## src/rtl/demux_deser_1x8.sv

```systemverilog
// Serial-to-parallel receiver: each accepted bit is demuxed into the staging slot
// selected by the bit-index counter, and completed words are offered on valid/ready.
module demux_deser_1x8 #(
    parameter int WIDTH = 8,
    parameter int IDX_W = 3
) (
    input  logic             CLK,
    input  logic             RST,
    input  logic             SIN,
    input  logic             SIN_VALID,
    input  logic             SYNC,
    output logic [WIDTH-1:0] DOUT,
    output logic             DOUT_VALID,
    input  logic             DOUT_READY,
    output logic [IDX_W-1:0] BIT_IDX,
    output logic             BUSY,
    output logic             OVERRUN
);

    typedef enum logic [0:0] {
        ST_IDLE = 1'b0,
        ST_RECV = 1'b1
    } state_t;

    state_t           r_state;
    logic [IDX_W-1:0] r_idx;
    logic [WIDTH-1:0] r_stage;
    logic [WIDTH-1:0] r_dout;
    logic             r_dout_valid;
    logic             r_overrun;

    logic             w_accept;
    logic             w_last;
    logic             w_complete;

    // Handshake and frame-completion decode
    always_comb begin
        w_accept   = 1'b0;
        w_last     = 1'b0;
        w_complete = 1'b0;
        if (r_dout_valid && DOUT_READY) begin
            w_accept = 1'b1;
        end else begin
            w_accept = 1'b0;
        end
        if (r_idx == IDX_W'(WIDTH - 1)) begin
            w_last = 1'b1;
        end else begin
            w_last = 1'b0;
        end
        if (SIN_VALID && !SYNC && w_last) begin
            w_complete = 1'b1;
        end else begin
            w_complete = 1'b0;
        end
    end

    // Receiver state, staging register and output word
    always_ff @(posedge CLK) begin
        if (RST) begin
            r_state      <= ST_IDLE;
            r_idx        <= '0;
            r_stage      <= '0;
            r_dout       <= '0;
            r_dout_valid <= 1'b0;
            r_overrun    <= 1'b0;
        end else begin
            // Output side: a completion refills DOUT, otherwise acceptance drains it
            if (w_complete) begin
                r_dout       <= {SIN, r_stage[WIDTH-2:0]};
                r_dout_valid <= 1'b1;
                if (r_dout_valid && !DOUT_READY) begin
                    r_overrun <= 1'b1;
                end
            end else if (w_accept) begin
                r_dout_valid <= 1'b0;
            end

            if (SYNC) begin
                r_overrun <= 1'b0;
                if (SIN_VALID) begin
                    r_stage <= {{(WIDTH-1){1'b0}}, SIN};
                    r_idx   <= IDX_W'(1);
                    r_state <= ST_RECV;
                end else begin
                    r_stage <= '0;
                    r_idx   <= '0;
                    r_state <= ST_IDLE;
                end
            end else if (SIN_VALID) begin
                if (w_last) begin
                    r_stage <= '0;
                    r_idx   <= '0;
                    r_state <= ST_IDLE;
                end else begin
                    r_stage[r_idx] <= SIN;
                    r_idx          <= r_idx + IDX_W'(1);
                    r_state        <= ST_RECV;
                end
            end
        end
    end

    assign DOUT       = r_dout;
    assign DOUT_VALID = r_dout_valid;
    assign BIT_IDX    = r_idx;
    assign BUSY       = (r_state == ST_RECV);
    assign OVERRUN    = r_overrun;

endmodule

```

## config.mk

```make
export PLATFORM = sky130hd
export DESIGN_NAME = demux_deser_1x8
export DESIGN_NICKNAME = d
export VERILOG_FILES = /design/src/rtl/demux_deser_1x8.sv
export SDC_FILE = /design/constraint.sdc
export NUM_CORES = 1
export LEC_CHECK = 0
export CAP_MARGIN = 15
export CORE_ASPECT_RATIO = 0.7
export CORE_MARGIN = 10
export CORE_UTILIZATION = 35
export CTS_BUF_LIST = sky130_fd_sc_hd__clkbuf_8
export DETAILED_ROUTE_END_ITERATION = 8
export MAX_ROUTING_LAYER = met4
export PLACE_DENSITY = 0.59
export SYNTH_ARGS = -nofsm -noshare
export SYNTH_HDL_FRONTEND = slang
export SYNTH_SLANG_ARGS = --single-unit
```

## constraint.sdc

```tcl
create_clock -name CLK -period 1.5 [get_ports CLK]
set_input_delay 0.225 -clock CLK [delete_from_list [all_inputs] [get_ports CLK]]
set_output_delay 0.225 -clock CLK [all_outputs]
set_load 0.02 [all_outputs]
```

==> results of run 1 <==
==> stage by stage <==
| step | total power [W] | std cells |
|---|---|---|
| 2_1_floorplan | 0.000635 | 94 |
| 3_3_place_gp | 0.000673 | 148 |
| 3_5_place_dp | 0.000674 | 148 |
| 4_1_cts | 0.00104 | 152 |
| 5_1_grt | 0.00108 | 152 |
| 6_report | 0.00103 | 152 |
==> Yosys cell counts <==
cell	number	share of area (%)
a21oi_1	3	1.6
buf_2	2	1.1
buf_6	3	3.6
nor3_1	3	1.6
nand3_1	5	2.7
inv_1	2	0.81
nand3b_2	1	1.2
nor2b_1	1	0.67
clkbuf_2	1	0.54
nand4bb_1	3	3.6
ha_1	3	4.0
o21ai_0	5	2.7
o2111ai_1	1	0.94
mux2i_1	11	12
clkbuf_1	1	0.40
o21ai_1	3	1.6
nand2b_1	1	0.67
nor4b_2	1	1.6
a21boi_0	1	0.81
o21a_1	1	0.81
dfxtp_1	21	45
nor4_1	1	0.67
nand4b_1	3	2.8
nand2_1	4	1.6
nor2_1	12	4.8
a211oi_4	1	2.1
==> layout make-up <==
| type | instances | area [um2] | share of cell area (%) |
|---|---|---|---|
| inverter | 2 | 7.51 | 0.605 |
| multi-input combinational | 64 | 478 | 38.5 |
| clock inverter | 1 | 5.00 | 0.403 |
| timing repair buffer | 27 | 246 | 19.9 |
| tap | 34 | 42.5 | 3.43 |
| clock buffer | 3 | 41.3 | 3.33 |
| sequential | 21 | 420 | 33.9 |
==> worst min-delay path by stage <==
stage	startpoint	to	cells past startpoint	slack, ns
3_5_place_dp	r_stage[0]	r_stage[0]	2	0.46
4_1_cts	r_stage[0]	r_stage[0]	2	0.47
3_3_place_gp	r_stage[0]	r_stage[0]	2	0.44
6_report	BUSY	BUSY	2	0.46
5_1_grt	r_stage[0]	r_stage[0]	2	0.49
2_1_floorplan	SIN	DOUT[7]	2	0.37
==> registers in the layout, indices dropped and copies added (netlist names) <==
signal and flops:
BIT_IDX 3, r_stage 7, DOUT_VALID 1, BUSY 1, DOUT 8, OVERRUN 1
==> routing by layer <==
metal | routed length [um] | part of all wire [%] | vias to the layer above
met5 | 0 | 0 | -
met3 | 150 | 7.4 | 0
met4 | 0 | 0 | 0
li1 | - | - | 381
met2 | 902 | 44 | 17
met1 | 978 | 48 | 339
==> kinds of logic after synthesis <==
logic type	Yosys count	share of synthesized area [%]
AO/OA/AOI/OAI	15	10.6
adder cells (fa/ha/maj)	3	4.03
buffers and inverters	9	6.44
flip-flops	21	45.1
multiplexers	11	11.8
AND/OR/NAND/NOR	35	22.0
==> layout by cell type, fill, tap and decap left out, types with 5 or more instances in the layout <==
| cell type | instances |
|---|---|
| o21ai_0 | 5 |
| clkdlybuf4s50_1 | 16 |
| nor2_1 | 12 |
| nand3_1 | 5 |
| dfxtp_1 | 21 |
| buf_4 | 8 |
| mux2i_1 | 11 |
==> where the power goes <==
| group | switching, W | total (W) | internal, W |
|---|---|---|---|
| Clock | 0.000184 | 0.000369 | 0.000185 |
| Sequential | 0.00000318 | 0.000566 | 0.000563 |
| Combinational | 0.0000508 | 0.0000948 | 0.0000439 |
| Total | 0.000238 | 0.00103 | 0.000792 |
==> timing repair <==
action,in CTS,in global routing
resized for setup,5,3
pin swaps,0,2
hold endpoints to repair,0,0
setup endpoints to repair,13,12
==> reports/qor.yml, run 1 <==
status:
  status: "finished clean"
yosys:
  synth.distinct_cells: 26
  syn_nets: 103
  synth.avg_cell_area_um2: 9.92
  synth-seq-cells: 21
  syn_inst: 94
  synth_seq_area_share_pct: 45.1
  syn_area_um2: 932
  yosysWarnings: 0
cts:
  cts-htree-levels: 1
  cts_inserted_buffers: 3
  cts.sinks: 21
  cts_max_path_buffers: 2
  cts_root_buf: "clkbuf_8"
  holdBufCountCts: 0
  tritoncts: "yes"
  clock_latency_ns: 0.26
  post_cts.repair.setup_buffers: 0
  path_clk_slew_ns: 0.07
floorplan:
  fp.dieW_um: 81.7
  core-area_mm2: 0.00250
  die_h_um: 63.2
  num_io_pins: 20
  die-area_mm2: 0.00516
  start_util_pct: 37.3
  core.rowCount: 15
grt:
  use_met1_pct: 10.4
  grt_overflow_total: 0
  antenna_found_initial: 0
  grt_usage_pct: 8.19
  grt_use_met2_pct: 12.2
  grt_pass1_wl_mm: 3.35
  busiest_layer: "met2"
  grt_pass1_vias: 700
  grtUsageMet3_pct: 3.54
  grt_max_degree: 15
setup_path:
  crit-reg2reg-launch: "BIT_IDX[0]"
  critical_path.max_fanout: 2
  cp-startpoint: "DOUT[4]"
  cp_num_cells: 1
  reg2reg_to: "r_stage[6]"
  ff2ff_setup_slack_ns: 0.11
  max_stage_delay_ns: 0.62
  cp_top_family: "buffers and inverters"
  endpoint: "DOUT[4]"
  required_ns: 1.27
  crit_path_start_kind: "flop"
  cp_cell_sequence: "clkdlybuf4s50_1"
  critPathBufInv: 1
  critPathArrivalTime_ns: 1.21
  rr_worst_depth: 6
  slowest_stage: "clkdlybuf4s50_1"
  critPathKind: "reg2out"
  end_kind: "output pin"
finish:
  fin_area_mm2: 0.00124
  fillCellCount: 232
  antennaDiodeCount: 0
  utilization_pct: 49.7
  drive_above_1_share_pct: 15.3
  area_growth_pct: 33.2
  nets: 128
route:
  viasPerCell: 4.85
  drtIter0Drc: 35
  wire_per_inst_um: 13.4
  dr_total_vias: 737
  wirelength_mm: 2.03
  drc: 0
  drtPass1Iterations: 4
  ant_nets: 0
placement:
  placed_cell_area_mm2: 0.00117
  dp_hpwl_mm: 1.55
  port_buffers: 19
  place_ws_ns: -0.0339
  place_congestion: 0.816
timing:
  fin_ws_ns: 0.0644
  skew_ns: 0.00198
  tightest_slew_ns: 0.325
  fmax_ghz: 0.697
  period_minus_slack_ns: 1.44
  setup-violations-final: 0
  finalHoldViolations: 0
  maxSlewViolCount: 0
  slew_headroom_pct: 78.2
  rsz0062_at_grt: "false"
  fin_crit_sh_pct: 95.7
  fin_hold_ws_ns: 0.462
  setup_tns_ns: 0
pwr:
  ir_drop_uv: 512
  leakage_nw: 0.538
  p_per_area_mw_per_mm2: 830
flow_run:
  drv_cap: 0
min_path:
  hp-class: "reg2reg"
Power figures use the tool's default switching activity.
==> inputs of run 2 (changes only) <==
--- a/config.mk
+++ b/config.mk
@@ -6,7 +6,7 @@
 export NUM_CORES = 1
 export LEC_CHECK = 0
 export CAP_MARGIN = 15
-export CORE_ASPECT_RATIO = 0.7
+export CORE_ASPECT_RATIO = 1.75
 export CORE_MARGIN = 10
 export CORE_UTILIZATION = 35
 export CTS_BUF_LIST = sky130_fd_sc_hd__clkbuf_8
==> reports/qor.yml, run 2 (synthesis results as in run 1) <==
route:
  drtPass1Iterations: 4  # unchanged
  wl_met2_mm: 1.01  # +12%
  wirelength_mm: 1.98  # -2.5%
  viasPerCell: 5.13  # +5.8%
  dr_wl_met3_um: 81  # -46%
  routed.top_layer: "met4"
  dr_total_vias: 754  # +2.3%
  wire_per_inst_um: 13.5  # +0.86%
  met1_length_um: 816  # -17%
  drc: 0  # unchanged
  drtIter0Drc: 6  # -83%
  ant_nets: 0  # unchanged
pwr:
  leakage_nw: 0.536  # -0.42%
  ir_drop_uv: 549  # +7.3%
  p_per_area_mw_per_mm2: 828  # -0.20%
setup_path:
  end_kind: "output pin"
  cp_cell_sequence: "clkdlybuf4s50_1"
  crit_path_start_kind: "flop"
  critical_path.max_fanout: 2  # unchanged
  critPathKind: "reg2out"
  critPathBufInv: 1  # unchanged
  critPathArrivalTime_ns: 1.20  # about the same
  max_stage_delay_ns: 0.61  # about the same
  required_ns: 1.27  # about the same
  cp_top_family: "buffers and inverters"
  slowest_stage: "clkdlybuf4s50_1"
status:
  status: "finished clean"
grt:
  grt_overflow_total: 0  # unchanged
  grt_usage_pct: 7.96  # -0.23 points
  antenna_found_initial: 0  # unchanged
  grt_max_degree: 13  # -2
  grt_pass1_vias: 733  # +4.7%
  grt_pass1_wl_mm: 3.13  # -6.6%
flow_run:
  drv_cap: 0  # unchanged
cts:
  cts.sinks: 21  # unchanged
  cts_max_path_buffers: 2  # unchanged
  cts-htree-levels: 1  # unchanged
  cts_inserted_buffers: 3  # unchanged
  cts_resized: 3  # -2
  path_clk_slew_ns: 0.07  # about the same
  cts_root_buf: "clkbuf_8"
  clock_latency_ns: 0.26  # about the same
  tritoncts: "yes"
  post_cts.repair.setup_buffers: 0  # unchanged
  holdBufCountCts: 0  # unchanged
placement:
  place_congestion: 0.829  # +1.6%
  port_buffers: 19  # unchanged
  place_ws_ns: 0.0134  # +0.0473 ns
  dp_hpwl_mm: 1.60  # +3.4%
timing:
  skew_ns: 0.00136  # -0.000619 ns
  rsz0062_at_grt: "false"
  fmax_ghz: 0.702  # +0.73%
  maxSlewViolCount: 0  # unchanged
  finalHoldViolations: 0  # unchanged
  setup_tns_ns: 0  # unchanged
  fin_crit_sh_pct: 95.0  # -0.70 points
  period_minus_slack_ns: 1.43  # -0.0104 ns
  slew_headroom_pct: 75.5  # -2.8 points
  fin_ws_ns: 0.0748  # +0.0104 ns
  tightest_slew_ns: 0.365  # +0.0394 ns
  setup-violations-final: 0  # unchanged
floorplan:
  die-area_mm2: 0.00521  # +0.94%
  num_io_pins: 20  # unchanged
  die_h_um: 88.3  # +40%
  core-area_mm2: 0.00252  # +1.1%
  fp.dieW_um: 59.0  # -28%
  core.rowCount: 24  # +9
  start_util_pct: 37.0  # -0.39 points
finish:
  final_common_cell: "dfxtp_1"
  fillCellCount: 267  # +15%
  ff_latch_area_um2: 420  # unchanged
  nets: 131  # +2.3%
  multi_input_area_um2: 464  # -2.9%
  drive_above_1_share_pct: 15.7  # +0.45 points
  largest_reg_flops: 8  # unchanged
  layout_common_cells: "dfxtp_1, clkdlybuf4s50_1, nor2_1"
  antennaDiodeCount: 0  # unchanged
  area_growth_pct: 33.0
min_path:
  hp-class: "reg2reg"
[run 2: area by class of cell]
cell class	instances	area share, %
clock buffer	3	3.33
tap	26	2.62
inverter	2	0.605
timing repair buffer	30	21.7
sequential	21	33.9
multi-input combinational	64	37.4
clock inverter	1	0.404
[run 2: per-stage QoR]
stage	power (W)	hold slack [ns]	util, %	instances	cell area, um2
after global routing	0.00108	0.493	49.2	147	1240
after detailed placement	0.000678	0.455	47.0	143	1180
after CTS	0.00104	0.467	48.7	147	1230
after global placement	0.000676	0.441	47.0	143	1180
final	0.00103	0.461	49.2	147	1240
after floorplan	0.000635	0.369	-	94	932
[run 2: final timing paths]
| kind | cells past startpoint | to | startpoint | slack [ns] |
|---|---|---|---|---|
| worst max-delay path | 1 | DOUT[7] | DOUT[7] | 0.07 |
| worst min register to register | 2 | BUSY | BUSY | 0.46 |
| worst max register to register | 5 | r_stage[1] | BIT_IDX[0] | 0.13 |
| worst min-delay path | 2 | BUSY | BUSY | 0.46 |
[run 2: power breakdown]
part | total, W | switching, W | internal (W)
clock network | 0.000365 | 0.000180 | 0.000185
registers | 0.000566 | 0.00000323 | 0.000563
logic | 0.0000958 | 0.0000497 | 0.0000461
total | 0.00103 | 0.000233 | 0.000794
[run 2: per-layer routing]
metal | global-route usage [%] | vias up
met5 | - | -
met4 | 6.92 | 0
met3 | 1.58 | 7
met1 | 7.81 | 345
li1 | - | 385
met2 | 12.9 | 17
==> RTL edit, RTL diff (flow settings as in run 2) <==
Set the parameter `IDX_W` to 4 (it was 3).
--- a/src/rtl/demux_deser_1x8.sv
+++ b/src/rtl/demux_deser_1x8.sv
@@ -2,7 +2,7 @@
 // selected by the bit-index counter, and completed words are offered on valid/ready.
 module demux_deser_1x8 #(
     parameter int WIDTH = 8,
-    parameter int IDX_W = 3
+    parameter int IDX_W = 4
 ) (
     input  logic             CLK,
     input  logic             RST,
Ports: changed (resized BIT_IDX); port bits go from 20 to 21. No check against the original RTL was run, so the function may have changed too.
==> RTL edit against run 2 <==
Sequential cell count increased by 1. Area after synthesis increased by 4.7%. Wire length increased by 35%. Cell area increased by 8.5%. First-iteration DRC count increased to 5.5 times the old value. Worst setup slack got worse by 0.013 ns. Count of clock-buffer cells in the layout unchanged. Via count increased by 24%. Power increased by 23%. Critical endpoint is now DOUT_VALID. Largest power group unchanged.
==> RTL edit: results (changes against run 2) <==
clock skew = 0.00371 ns (+0.00235 ns)
Area after DPL = 0.00127 mm2 (+7.5%)
top cells by count, synth = dfxtp_1 (22), nand3_1 (16), o21ai_0 (12)
overall routing resource usage = 10.3% (+2.3 points)
hold slack = 0.459 ns (-0.00193 ns)
clk slew on worst S/H paths = 0.08 ns
placed cell count = 165 (+15%)
final std cells w/o fill = 169 (+15%)
clock latency on the worst-skew pair = 0.26 ns (about the same)
nets@finish = 150 (+15%)
crit path capture = DOUT_VALID
Seq/Total Area, Yosys = 45.1% (about the same)
grt total ovfl = 0 (unchanged)
Vias = 933 (+24%)
largest net degree at the start of global routing = 17 (+4)
GR Util met2 = 17.0% (+4.1 points)
crit path launch = DOUT_VALID
leak pwr = 0.498 nW (-7.1%)
cells after synthesis = 113 (+20%)
Slew HR = 66.6% (-8.9 points)
GR Util met1 = 10.7% (+2.9 points)
mux contribution to synthesized area = 7.18% (-4.6 points)
Mapped Nets = 120 (+17%)
Worst Hold Depth = 2 (unchanged)
pre-CTS setup slack = -0.183 ns (-0.196 ns)
I/O Buffers = 20 (+1)
Worst R2R End = r_stage[0]
Synth Area in XOR/XNOR = 0.897% (+0.90 points)
ys async rst share = 0% (unchanged)
top post-synthesis cells by area = dfxtp_1 (45%), nand3_1 (8.2%), mux2i_1 (7.2%), o21ai_0 (6.2%), a21oi_1 (5.6%)
status = completed
VDD IR max = 0.765 mV (+39%)
vias in the first global route = 986 (+35%)
initial DRC count = 33 (+27)
Synth Area in Compound Gates = 14.9% (+4.3 points)
worst reg-to-reg setup slack = 0.09 ns (-0.04 ns)
Detailed Place HPWL = 2020 um (+26%)
share of layout cells above drive strength 1 = 16.2% (+0.49 points)
adder-cell area share of the yosys netlist = 1.28% (-2.7 points)
Max Clock Freq = 0.695 GHz (-0.89%)
Synth cell types = 28 (+7.7%)
final WL = 2670 um (+35%)
first-pass GRT wire length = 4370 um (+40%)
R2R depth = 3 (-2)
GPL Wtd Cong = 0.852 (+2.8%)
==> RTL edit: changes by cell type in the layout (fill, tap and decap cells not counted), sizes merged, moves of 3 or more <==
cell and change:
nand4bb -3, nand2 +6, o21ai +4, mux2i -4, nand3 +11, a21oi +8
nor2 -10
==> RTL edit: cell type report <==
cell class	count	area (um2)
Inverter	1	3.75
Clock buffer	3	41.3
Fill cell	249	1350
Clock inverter	1	30.0
Multi-Input combinational cell	82	495
Tap cell	27	33.8
Sequential cell	22	444
Timing Repair Buffer	33	297
==> RTL edit: metal layers <==
layer	part of all wire (%)	routed length, um	vias up
met5	0	0	-
met3	4.9	130	6
met4	2.7	71	0
met1	41	1110	438
met2	51	1360	20
li1	-	-	469
==> RTL edit: what timing repair did <==
item,CTS,global route
resized for setup,4,1
pin swaps,0,0
setup endpoints to repair,3,1
==> RTL edit: report_power, final <==
group          internal [mW]  switching [mW]  total (mW)
Sequential             0.592         0.00978       0.602
Combinational         0.0517          0.0574       0.109
Clock                  0.356           0.199       0.556
Total                   1.00           0.267        1.27
